==> src/rtl/matmul_seq_ctrl_pkg.sv <==
// Shared definitions for the matrix-multiply sequencer: controller state
// encoding, accumulator data width and default geometry.
package matmul_pkg;

    localparam int DATA_W = 18;   // accumulator / C element width
    localparam int N_DEF  = 3;    // default matrix dimension
    localparam int AW_DEF = 4;    // default A/B/C address width

    typedef enum logic [2:0] {
        IDLE  = 3'd0,
        CLEAR = 3'd1,
        MAC   = 3'd2,
        WRITE = 3'd3,
        DONE  = 3'd4
    } state_e;

endpackage

==> src/rtl/matmul_seq_ctrl_if.sv <==
// Handshake and datapath-control bundle for matmul_seq_ctrl.
// The master modport is the controller's view; the slave modport is the
// view of the host plus datapath. The stall signal exists only when
// MATMUL_STALL_EN is defined.
interface matmul_seq_ctrl_if #(parameter int AW = 4);

    logic          start;
    logic          busy;
    logic          done;
    logic [AW-1:0] addrA;
    logic [AW-1:0] addrB;
    logic [AW-1:0] addrC;
    logic          clearRes;
    logic          Reswrite;
    logic          cWrite;
`ifdef MATMUL_STALL_EN
    logic          stall;

    modport master (input start, input stall,
                    output busy, output done, output addrA, output addrB, output addrC,
                    output clearRes, output Reswrite, output cWrite);
    modport slave  (output start, output stall,
                    input busy, input done, input addrA, input addrB, input addrC,
                    input clearRes, input Reswrite, input cWrite);
`else
    modport master (input start,
                    output busy, output done, output addrA, output addrB, output addrC,
                    output clearRes, output Reswrite, output cWrite);
    modport slave  (output start,
                    input busy, input done, input addrA, input addrB, input addrC,
                    input clearRes, input Reswrite, input cWrite);
`endif

endinterface

==> src/rtl/matmul_seq_ctrl_idx_cnt.sv <==
// Nested i/j/k index counter for the matrix-multiply sequencer.
// k advances on inc_k; inc_ij returns k to 0 and steps (i,j) row-major,
// holding at the final element. clr returns all indices to 0.
module matmul_idx_cnt #(
    parameter int N  = 3,
    parameter int CW = $clog2(N)
) (
    input  logic          clk,
    input  logic          rst,
    input  logic          clr_i,
    input  logic          inc_k_i,
    input  logic          inc_ij_i,
    output logic [CW-1:0] i_o,
    output logic [CW-1:0] j_o,
    output logic [CW-1:0] k_o,
    output logic          last_k_o,
    output logic          last_elem_o
);

    localparam logic [CW-1:0] LAST = CW'(N - 1);

    logic [CW-1:0] i_q, j_q, k_q;
    logic [CW-1:0] i_d, j_d, k_d;

    assign i_o         = i_q;
    assign j_o         = j_q;
    assign k_o         = k_q;
    assign last_k_o    = (k_q == LAST);
    assign last_elem_o = (i_q == LAST) && (j_q == LAST);

    // Next-index selection: clear wins, then element step, then k step.
    always_comb begin
        i_d = i_q;
        j_d = j_q;
        k_d = k_q;
        if (clr_i) begin
            i_d = {CW{1'b0}};
            j_d = {CW{1'b0}};
            k_d = {CW{1'b0}};
        end else if (inc_ij_i) begin
            k_d = {CW{1'b0}};
            if (last_elem_o) begin
                i_d = i_q;
            end else if (j_q == LAST) begin
                j_d = {CW{1'b0}};
                i_d = i_q + CW'(1);
            end else begin
                j_d = j_q + CW'(1);
            end
        end else if (inc_k_i) begin
            k_d = k_q + CW'(1);
        end else begin
            k_d = k_q;
        end
    end

    // Index registers with asynchronous reset to element (0,0), k=0.
    always_ff @(posedge clk or posedge rst) begin
        if (rst) begin
            i_q <= {CW{1'b0}};
            j_q <= {CW{1'b0}};
            k_q <= {CW{1'b0}};
        end else begin
            i_q <= i_d;
            j_q <= j_d;
            k_q <= k_d;
        end
    end

endmodule

==> src/rtl/matmul_seq_ctrl.sv <==
// Matrix-multiply sequencer: walks C = A x B one element at a time
// (CLEAR, N x MAC, WRITE per element) and drives accumulator strobes and
// memory addresses. Define MATMUL_STALL_EN to add the stall input that
// freezes the sequence and suppresses strobes.
module matmul_seq_ctrl
    import matmul_pkg::*;
#(
    parameter int N  = N_DEF,
    parameter int AW = AW_DEF
) (
    input  logic            clk,
    input  logic            rst,
    matmul_seq_ctrl_if.master bus
);

    localparam int            CW  = $clog2(N);
    localparam logic [AW-1:0] N_A = AW'(N);

    state_e        state_q, state_d;
    logic          stall_s;
    logic          clr_s, inc_k_s, inc_ij_s;
    logic          last_k_s, last_elem_s;
    logic [CW-1:0] i_s, j_s, k_s;
    logic          busy_s, done_s, clear_res_s, res_write_s, c_write_s;

`ifdef MATMUL_STALL_EN
    assign stall_s = bus.stall;
`else
    assign stall_s = 1'b0;
`endif

    matmul_idx_cnt #(.N(N), .CW(CW)) u_idx (
        .clk         (clk),
        .rst         (rst),
        .clr_i       (clr_s),
        .inc_k_i     (inc_k_s),
        .inc_ij_i    (inc_ij_s),
        .i_o         (i_s),
        .j_o         (j_s),
        .k_o         (k_s),
        .last_k_o    (last_k_s),
        .last_elem_o (last_elem_s)
    );

    // State register; reset aborts any run immediately.
    always_ff @(posedge clk or posedge rst) begin
        if (rst) begin
            state_q <= IDLE;
        end else begin
            state_q <= state_d;
        end
    end

    // Next-state, counter control and strobe decode from the current state.
    always_comb begin
        state_d     = state_q;
        clr_s       = 1'b0;
        inc_k_s     = 1'b0;
        inc_ij_s    = 1'b0;
        busy_s      = 1'b0;
        done_s      = 1'b0;
        clear_res_s = 1'b0;
        res_write_s = 1'b0;
        c_write_s   = 1'b0;
        case (state_q)
            IDLE: begin
                if (bus.start) begin
                    state_d = CLEAR;
                    clr_s   = 1'b1;
                end else begin
                    state_d = IDLE;
                end
            end
            CLEAR: begin
                busy_s      = 1'b1;
                clear_res_s = ~stall_s;
                if (!stall_s) begin
                    state_d = MAC;
                end else begin
                    state_d = CLEAR;
                end
            end
            MAC: begin
                busy_s      = 1'b1;
                res_write_s = ~stall_s;
                if (stall_s) begin
                    state_d = MAC;
                end else if (last_k_s) begin
                    state_d = WRITE;
                end else begin
                    inc_k_s = 1'b1;
                end
            end
            WRITE: begin
                busy_s    = 1'b1;
                c_write_s = ~stall_s;
                if (!stall_s) begin
                    inc_ij_s = 1'b1;
                    state_d  = last_elem_s ? DONE : CLEAR;
                end else begin
                    state_d = WRITE;
                end
            end
            DONE: begin
                done_s  = 1'b1;
                clr_s   = 1'b1;
                state_d = IDLE;
            end
            default: begin
                clr_s   = 1'b1;
                state_d = IDLE;
            end
        endcase
    end

    assign bus.busy     = busy_s;
    assign bus.done     = done_s;
    assign bus.clearRes = clear_res_s;
    assign bus.Reswrite = res_write_s;
    assign bus.cWrite   = c_write_s;
    // Addresses follow the index counters, so they read 0 whenever the
    // counters have been cleared (reset, DONE).
    assign bus.addrA    = AW'(i_s) * N_A + AW'(k_s);
    assign bus.addrB    = AW'(k_s) * N_A + AW'(j_s);
    assign bus.addrC    = AW'(i_s) * N_A + AW'(j_s);

endmodule
==> src/flat_wrapper.sv <==
// flat-port wrapper written by rule: the top's interface ports become plain ports
module matmul_seq_ctrl_flat import matmul_pkg::*;
#(
    parameter int N  = N_DEF,
    parameter int AW = AW_DEF
)
  (clk, rst, bus_start, bus_busy, bus_done, bus_addrA, bus_addrB, bus_addrC, bus_clearRes, bus_Reswrite, bus_cWrite);
  matmul_seq_ctrl_if #(.AW(AW)) bus_i ();
  input  logic clk;
  input  logic rst;
  input wire logic [$bits(bus_i.start)-1:0] bus_start;
  output wire logic [$bits(bus_i.busy)-1:0] bus_busy;
  output wire logic [$bits(bus_i.done)-1:0] bus_done;
  output wire logic [$bits(bus_i.addrA)-1:0] bus_addrA;
  output wire logic [$bits(bus_i.addrB)-1:0] bus_addrB;
  output wire logic [$bits(bus_i.addrC)-1:0] bus_addrC;
  output wire logic [$bits(bus_i.clearRes)-1:0] bus_clearRes;
  output wire logic [$bits(bus_i.Reswrite)-1:0] bus_Reswrite;
  output wire logic [$bits(bus_i.cWrite)-1:0] bus_cWrite;
  assign bus_i.start = bus_start;
  assign bus_busy = bus_i.busy;
  assign bus_done = bus_i.done;
  assign bus_addrA = bus_i.addrA;
  assign bus_addrB = bus_i.addrB;
  assign bus_addrC = bus_i.addrC;
  assign bus_clearRes = bus_i.clearRes;
  assign bus_Reswrite = bus_i.Reswrite;
  assign bus_cWrite = bus_i.cWrite;
  matmul_seq_ctrl #(.N(N), .AW(AW)) u_core (.clk(clk), .rst(rst), .bus(bus_i));
endmodule
==> config.mk <==
export PLATFORM = sky130hd
export DESIGN_NAME = matmul_seq_ctrl_flat
export DESIGN_NICKNAME = d
export VERILOG_FILES = /design/src/rtl/matmul_seq_ctrl_pkg.sv /design/src/rtl/matmul_seq_ctrl_if.sv /design/src/rtl/matmul_seq_ctrl_idx_cnt.sv /design/src/rtl/matmul_seq_ctrl.sv /design/src/flat_wrapper.sv
export SDC_FILE = /design/constraint.sdc
export NUM_CORES = 1
export LEC_CHECK = 0
export ABC_AREA = 1
export BUFFER_PORTS_ARGS = -buffer_cell sky130_fd_sc_hd__buf_2
export CAP_MARGIN = 20
export CELL_PAD_IN_SITES_DETAIL_PLACEMENT = 1
export CELL_PAD_IN_SITES_GLOBAL_PLACEMENT = 1
export CORE_ASPECT_RATIO = 0.75
export CORE_MARGIN = 4
export CORE_UTILIZATION = 37
export CTS_CLUSTER_DIAMETER = 60
export DETAILED_ROUTE_END_ITERATION = 12
export PLACE_DENSITY_LB_ADDON = 0.1
export SETUP_SLACK_MARGIN = 0.3
export SYNTH_ARGS = -nofsm -noshare
export SYNTH_HDL_FRONTEND = slang
export SYNTH_SLANG_ARGS = --single-unit
==> constraint.sdc <==
create_clock -name clk -period 2.3 [get_ports clk]
set_clock_uncertainty 0.2 [all_clocks]
set_input_delay 0.23 -clock clk [delete_from_list [all_inputs] [get_ports clk]]
set_output_delay 0.23 -clock clk [all_outputs]
set_load 0.05 [all_outputs]
== Word-level counts from Yosys, hierarchy flattened ==
Index checks and enable logic that the tools add are counted.

* Register bits: 9
* Bits of input ports: 3
* Output and inout port bits: 17
* Word-level logic and storage cells: 53

* $add $sub $neg: 6
* Multipliers: 2
* Equality and inequality tests: 9
* Mux-type cells: 24
* Reductions and logical operators: 8

{| class="wikitable"
|+ Operators by type and width
! cell !! count
|-
| $mux W2 || 11
|-
| $add A4 B2 Y4 || 3
|-
| $pmux W3 S4 || 1
|-
| $mux W1 || 9
|-
| $mul A2 B2 Y4 const B || 2
|-
| $add A2 B1 Y2 const B || 3
|-
| $eq A2 B2 Y1 const B || 3
|-
| $eq A3 B2 Y1 const B || 2
|-
| $mux W3 || 2
|-
| $ne A2 B1 Y1 const B || 2
|-
| $reduce_bool A2 Y1 || 2
|-
| $eq A3 B1 Y1 const B || 1
|-
| $eq A3 B3 Y1 const B || 1
|-
| $logic_not A3 Y1 || 1
|-
| $reduce_and A3 Y1 || 1
|-
| $reduce_bool A3 Y1 || 1
|-
| $reduce_or A3 Y1 || 1
|-
| $pmux W1 S2 || 1
|-
| $reduce_and A2 Y1 || 1
|-
| $logic_and A1 B1 Y1 || 1
|}

== Longest topological paths before layout ==
* Word-level depth: 6
* Depth in mapped cells: 8
* Gate-level depth less buffers: 8

== Cells and area by module ==
Synthesis repeated with hierarchy kept, for this count alone.

* Cells, all modules: 101
* Area total of the unflattened synthesis: 785.8 um^2

{| class="wikitable"
|+ By module, submodules not included
! module !! times used !! cells each !! area each (um^2) !! sequential area each (um^2)
|-
| matmul_seq_ctrl || 1 || 62 || 467.9 || 75.1
|-
| matmul_idx_cnt || 1 || 39 || 317.8 || 150.1
|}

== Worst setup path before layout ==
No wires, ideal clock.

* Path type: register to output
* Start: register u_core.u_idx.i_q[0], in the netlist u_core.u_idx.i_o[0]
* End: output port bus_addrC[3]
* Arrival time: 2.077 ns
* Required time: 1.870 ns
* Slack: -0.207 ns
* Stages on the path, launching flop included: 8
* Buffers on the path: 0
* Path through: dfrtp_1 > inv_1 > ha_1 > inv_1 > ha_1 > a21oi_1 > nor2_1 > xor2_1

* Cells in the longest elaborated chain, start to end: 2

{| class="wikitable"
|+ Ends and longest elaborated chain
! item !! line !! source
|-
| from (decl) || matmul_seq_ctrl_idx_cnt.sv:22 || <nowiki>logic [CW-1:0] i_q, j_q, k_q;</nowiki>
|-
| from (signal assigned) || matmul_seq_ctrl_idx_cnt.sv:60 || <nowiki>i_q <= {CW{1'b0}};</nowiki>
|-
| from (signal assigned) || matmul_seq_ctrl_idx_cnt.sv:64 || <nowiki>i_q <= i_d;</nowiki>
|-
| $mul A2 B2 Y4 || matmul_seq_ctrl.sv:125 || <nowiki>assign bus.addrC = AW'(i_s) * N_A + AW'(j_s);</nowiki>
|-
| $add A4 B2 Y4 || matmul_seq_ctrl.sv:125 ||
|-
| to (decl) || flat_wrapper.sv:16 || <nowiki>output wire logic [$bits(bus_i.addrC)-1:0] bus_addrC;</nowiki>
|}

No other way between the ends.

== Final worst setup path ==
* Start: register u_core.u_idx.k_q[0], in the netlist u_core.u_idx.k_o[0]
* End: output port bus_addrB[2]

* Cells in the longest elaborated chain, start to end: 2

{| class="wikitable"
|+ Ends and longest elaborated chain
! item !! line !! source
|-
| from (decl) || matmul_seq_ctrl_idx_cnt.sv:22 ||
|-
| from (signal assigned) || matmul_seq_ctrl_idx_cnt.sv:62 || <nowiki>k_q <= {CW{1'b0}};</nowiki>
|-
| from (signal assigned) || matmul_seq_ctrl_idx_cnt.sv:66 || <nowiki>k_q <= k_d;</nowiki>
|-
| $mul A2 B2 Y4 || matmul_seq_ctrl.sv:124 || <nowiki>assign bus.addrB = AW'(k_s) * N_A + AW'(j_s);</nowiki>
|-
| $add A4 B2 Y4 || matmul_seq_ctrl.sv:124 ||
|-
| to (decl) || flat_wrapper.sv:15 || <nowiki>output wire logic [$bits(bus_i.addrB)-1:0] bus_addrB;</nowiki>
|}

No other way between the ends.

==> results_dict.tcl <==
set metrics [dict create \
    route.vias.total 832 \
    cts_buffer_depth 2 \
    postLayoutCoreUtil_pct 71.05 \
    r2r_slack_ns 0.39 \
    synth_warnings 0 \
    grt_pass1_vias 874 \
    synthTopCellsByArea "sky130_fd_sc_hd__dfrtp_1 (29%), sky130_fd_sc_hd__ha_1 (16%), sky130_fd_sc_hd__fa_1 (10%)" \
    core_region_area_sq_um 1854 \
    worst_setup_path_endpoint "bus_addrB[2]" \
    synthesis.area_per_instance_sq_um 8.186 \
    half_perimeter_wire_length_of_the_detailed_placement_result_um 1867 \
    cts.reportedPaths.clkPinSlew_ns 0.07 \
    die_area_sq_um 2881 \
    report.final.slew_viol_count 0 \
    antenna-diode-count 0 \
    routed_wire_length_per_instance_um 21.06 \
    cp-end-kind "primary output" \
    detail_route.vias_per_cell 5.266 \
    drt_iter0_markers 37 \
    clock_latency_ns 0.28 \
    drt.antenna.violating_nets 0 \
    report.power.total_mw 0.4575 \
    synth_nets 111 \
    clock_sink_count 9 \
    grt_start_max_net_pins 10 \
    setup_ws_ns -0.3651 \
    area_growth_syn_to_layout_pct 71.22 \
    power_density_nw_per_um2 347.2 \
    synth_sequential_area_ratio_pct 29.27 \
    netlist_instances 94 \
    max_slew.worst_pin.slew_ns 0.3817 \
    finalSetupTns_ns -0.6795 \
    preCtsSetupSlack_ns -0.1773 \
    floorplan.die.height_um 47.50 \
    number_of_synthesized_register_bits 9 \
    cts-buffers-inserted 3 \
    total_leakage_power_nw 0.6493 \
    hold_ws_ns 0.1539 \
    place_inst 143 \
    critical_path.reg2reg.startpoint "u_core.u_idx.k_o[0]$_DFFE_PP0P_" \
    cp-startpoint "u_core.u_idx.k_o[0]$_DFFE_PP0P_" \
    yosysTopAreaCell "sky130_fd_sc_hd__dfrtp_1" \
    min_period_ns 2.665 \
    drc 0 \
    initial_utilization_pct 41.50 \
    worst_min_path_class "input port to flip-flop" \
    place_area_sq_um 1052 \
    crit_path_class "flip-flop to primary output" \
    synth_cell_type_count 20 \
    timing.critical_path.from_type "flip-flop" \
    grt_pass1_wl_um 4057 \
    yosysTopAreaCellShare_pct 29.27 \
    die_w_um 60.66 \
    post-route-cell-area_sq_um 1318 \
    layout-drive-gt1-share_pct 52.21 \
    count_of_placed_standard_cells_in_the_final_layout_fillers_left_out 158 \
    critPathArrivalTime_ns 2.24 \
    hold-path-cell-count 4 \
    ctsHtreeMaxLevel 1 \
    fillCellCount 207 \
    status "complete, but fails checks" \
    min_period_over_period_pct 115.9 \
    io_pins 20 \
    timing.critical_path.fanout_max 2 \
    setup_violations 6 \
    detail_route.wirelength_um 3327 \
    failed_checks "negative setup slack" \
    vdd.ir_drop.worst_uv 282.3 \
    grt_antenna_before_repair 0 \
    numPortBuffers 19 \
    reg2regPathDepth 9 \
    finalHoldViolCount 0 \
    grt_overflow_total 0 \
    maxClockFrequency_mhz 375.2 \
    maxCapViolCount 0 \
    timing.critical_path.required_ns 1.87 \
    globalRouteTotalUtil_pct 20.29 \
    first_pass_iters 4 \
    cts_root_buf "sky130_fd_sc_hd__clkbuf_4" \
    cts_tree "built" \
    layout_net_count 154 \
    slew-limit-headroom_pct 74.46 \
    syn_area_sq_um 769.5 \
    globalplace.congestion 0.7783 \
    r2r-end "u_core.u_idx.k_o[1]$_DFFE_PP0P_" \
    grt_setup_unrepaired "yes" \
    number_of_placement_rows 13 \
]
## final cells by class
type	count	area, sq um	area share [%]
tap	22	27.53	2.089
timing repair buffer	38	325.3	24.69
multi-input combinational	65	623.1	47.29
inverter	20	90.09	6.838
sequential	9	225.2	17.09
clock buffer	4	26.28	1.994
## layer usage
metal / global-route usage, % / up-vias / share of wire [%]
li1: - / 375 / -
met1: 21.91 / 400 / 39
met2: 40.30 / 47 / 52
met3: 5.660 / 10 / 6.0
met4: 3.896 / 0 / 3.2
met5: 0 / - / 0
## report_power, final
part           total, mW  leakage, nW  internal, mW  switching [mW]
Sequential         0.167        0.121         0.162         0.00506
Combinational      0.157        0.513        0.0536           0.104
Clock              0.133       0.0150        0.0673          0.0655
Total              0.457        0.649         0.283           0.174
## cell usage in the layout, fill, tap and decap left out, types with 4 or more instances in the layout
cell type,n
sky130_fd_sc_hd__inv_2,6
sky130_fd_sc_hd__buf_6,6
sky130_fd_sc_hd__buf_8,5
sky130_fd_sc_hd__dfrtp_1,9
sky130_fd_sc_hd__clkbuf_4,4
sky130_fd_sc_hd__nor2_1,9
sky130_fd_sc_hd__nand3_1,5
sky130_fd_sc_hd__ha_4,4
sky130_fd_sc_hd__inv_1,10
sky130_fd_sc_hd__ha_1,5
sky130_fd_sc_hd__buf_4,16
sky130_fd_sc_hd__buf_2,9
sky130_fd_sc_hd__nand2_1,17
## what timing repair did
| action | 4_1_cts | 5_1_grt |
|---|---|---|
| buffers inserted | 4 | 6 |
| endpoints found under the setup margin | 9 | 10 |
| gates cloned | 0 | 0 |
| hold buffers | 1 | 0 |
| hold endpoints to repair | 9 | 0 |
| gates resized for setup | 37 | 5 |
| pin swaps | 8 | 3 |
## flip-flops by register name, indices dropped and copies added, names as in the netlist
signal / flops
u_core.u_idx.k_o: 2
u_core.u_idx.i_o: 2
u_core.u_idx.j_o: 2
u_core.state_q: 3
## worst min path at each step
stage                          from                               to
after floorplan                 rst    u_core.state_q[0]$_DFFE_PP0P_
after global placement          rst  u_core.u_idx.i_o[0]$_DFFE_PP0P_
after detailed placement        rst    u_core.state_q[1]$_DFFE_PP0P_
after CTS                 bus_start  u_core.u_idx.j_o[1]$_DFFE_PP0P_
after global routing      bus_start  u_core.u_idx.k_o[0]$_DFFE_PP0P_
final                     bus_start  u_core.u_idx.k_o[0]$_DFFE_PP0P_
## synthesized netlist by cell type, drive strengths merged
master  count
xor2        3
a21oi       4
a31oi       1
nand2      18
nor3        2
nand3b      1
xnor2       1
nor2       12
ha         10
dfrtp       9
nand4       2
o21ai       2
inv        20
fa          4
nand3       5
## worst max-delay path, stage by stage, from the launching register on
cell,delay (ns)
sky130_fd_sc_hd__dfrtp_1,0.37
sky130_fd_sc_hd__inv_2,0.07
sky130_fd_sc_hd__fa_1,0.47
sky130_fd_sc_hd__inv_1,0.07
sky130_fd_sc_hd__ha_1,0.14
sky130_fd_sc_hd__inv_1,0.05
sky130_fd_sc_hd__fa_2,0.55
sky130_fd_sc_hd__clkinvlp_4,0.09
sky130_fd_sc_hd__buf_8,0.15
## kinds of logic (layout without fill, tap and decap cells)
| group | count (synthesis) | count (layout) | synth area share, % |
|---|---|---|---|
| fa+ha+maj | 14 | 14 | 26.67 |
| simple gates | 40 | 40 | 23.09 |
| flops | 9 | 9 | 29.27 |
| buf+inv | 20 | 62 | 9.756 |
| compound gates | 7 | 7 | 6.667 |
| xor+xnor | 4 | 4 | 4.554 |
(Power assumes the default switching activity.)
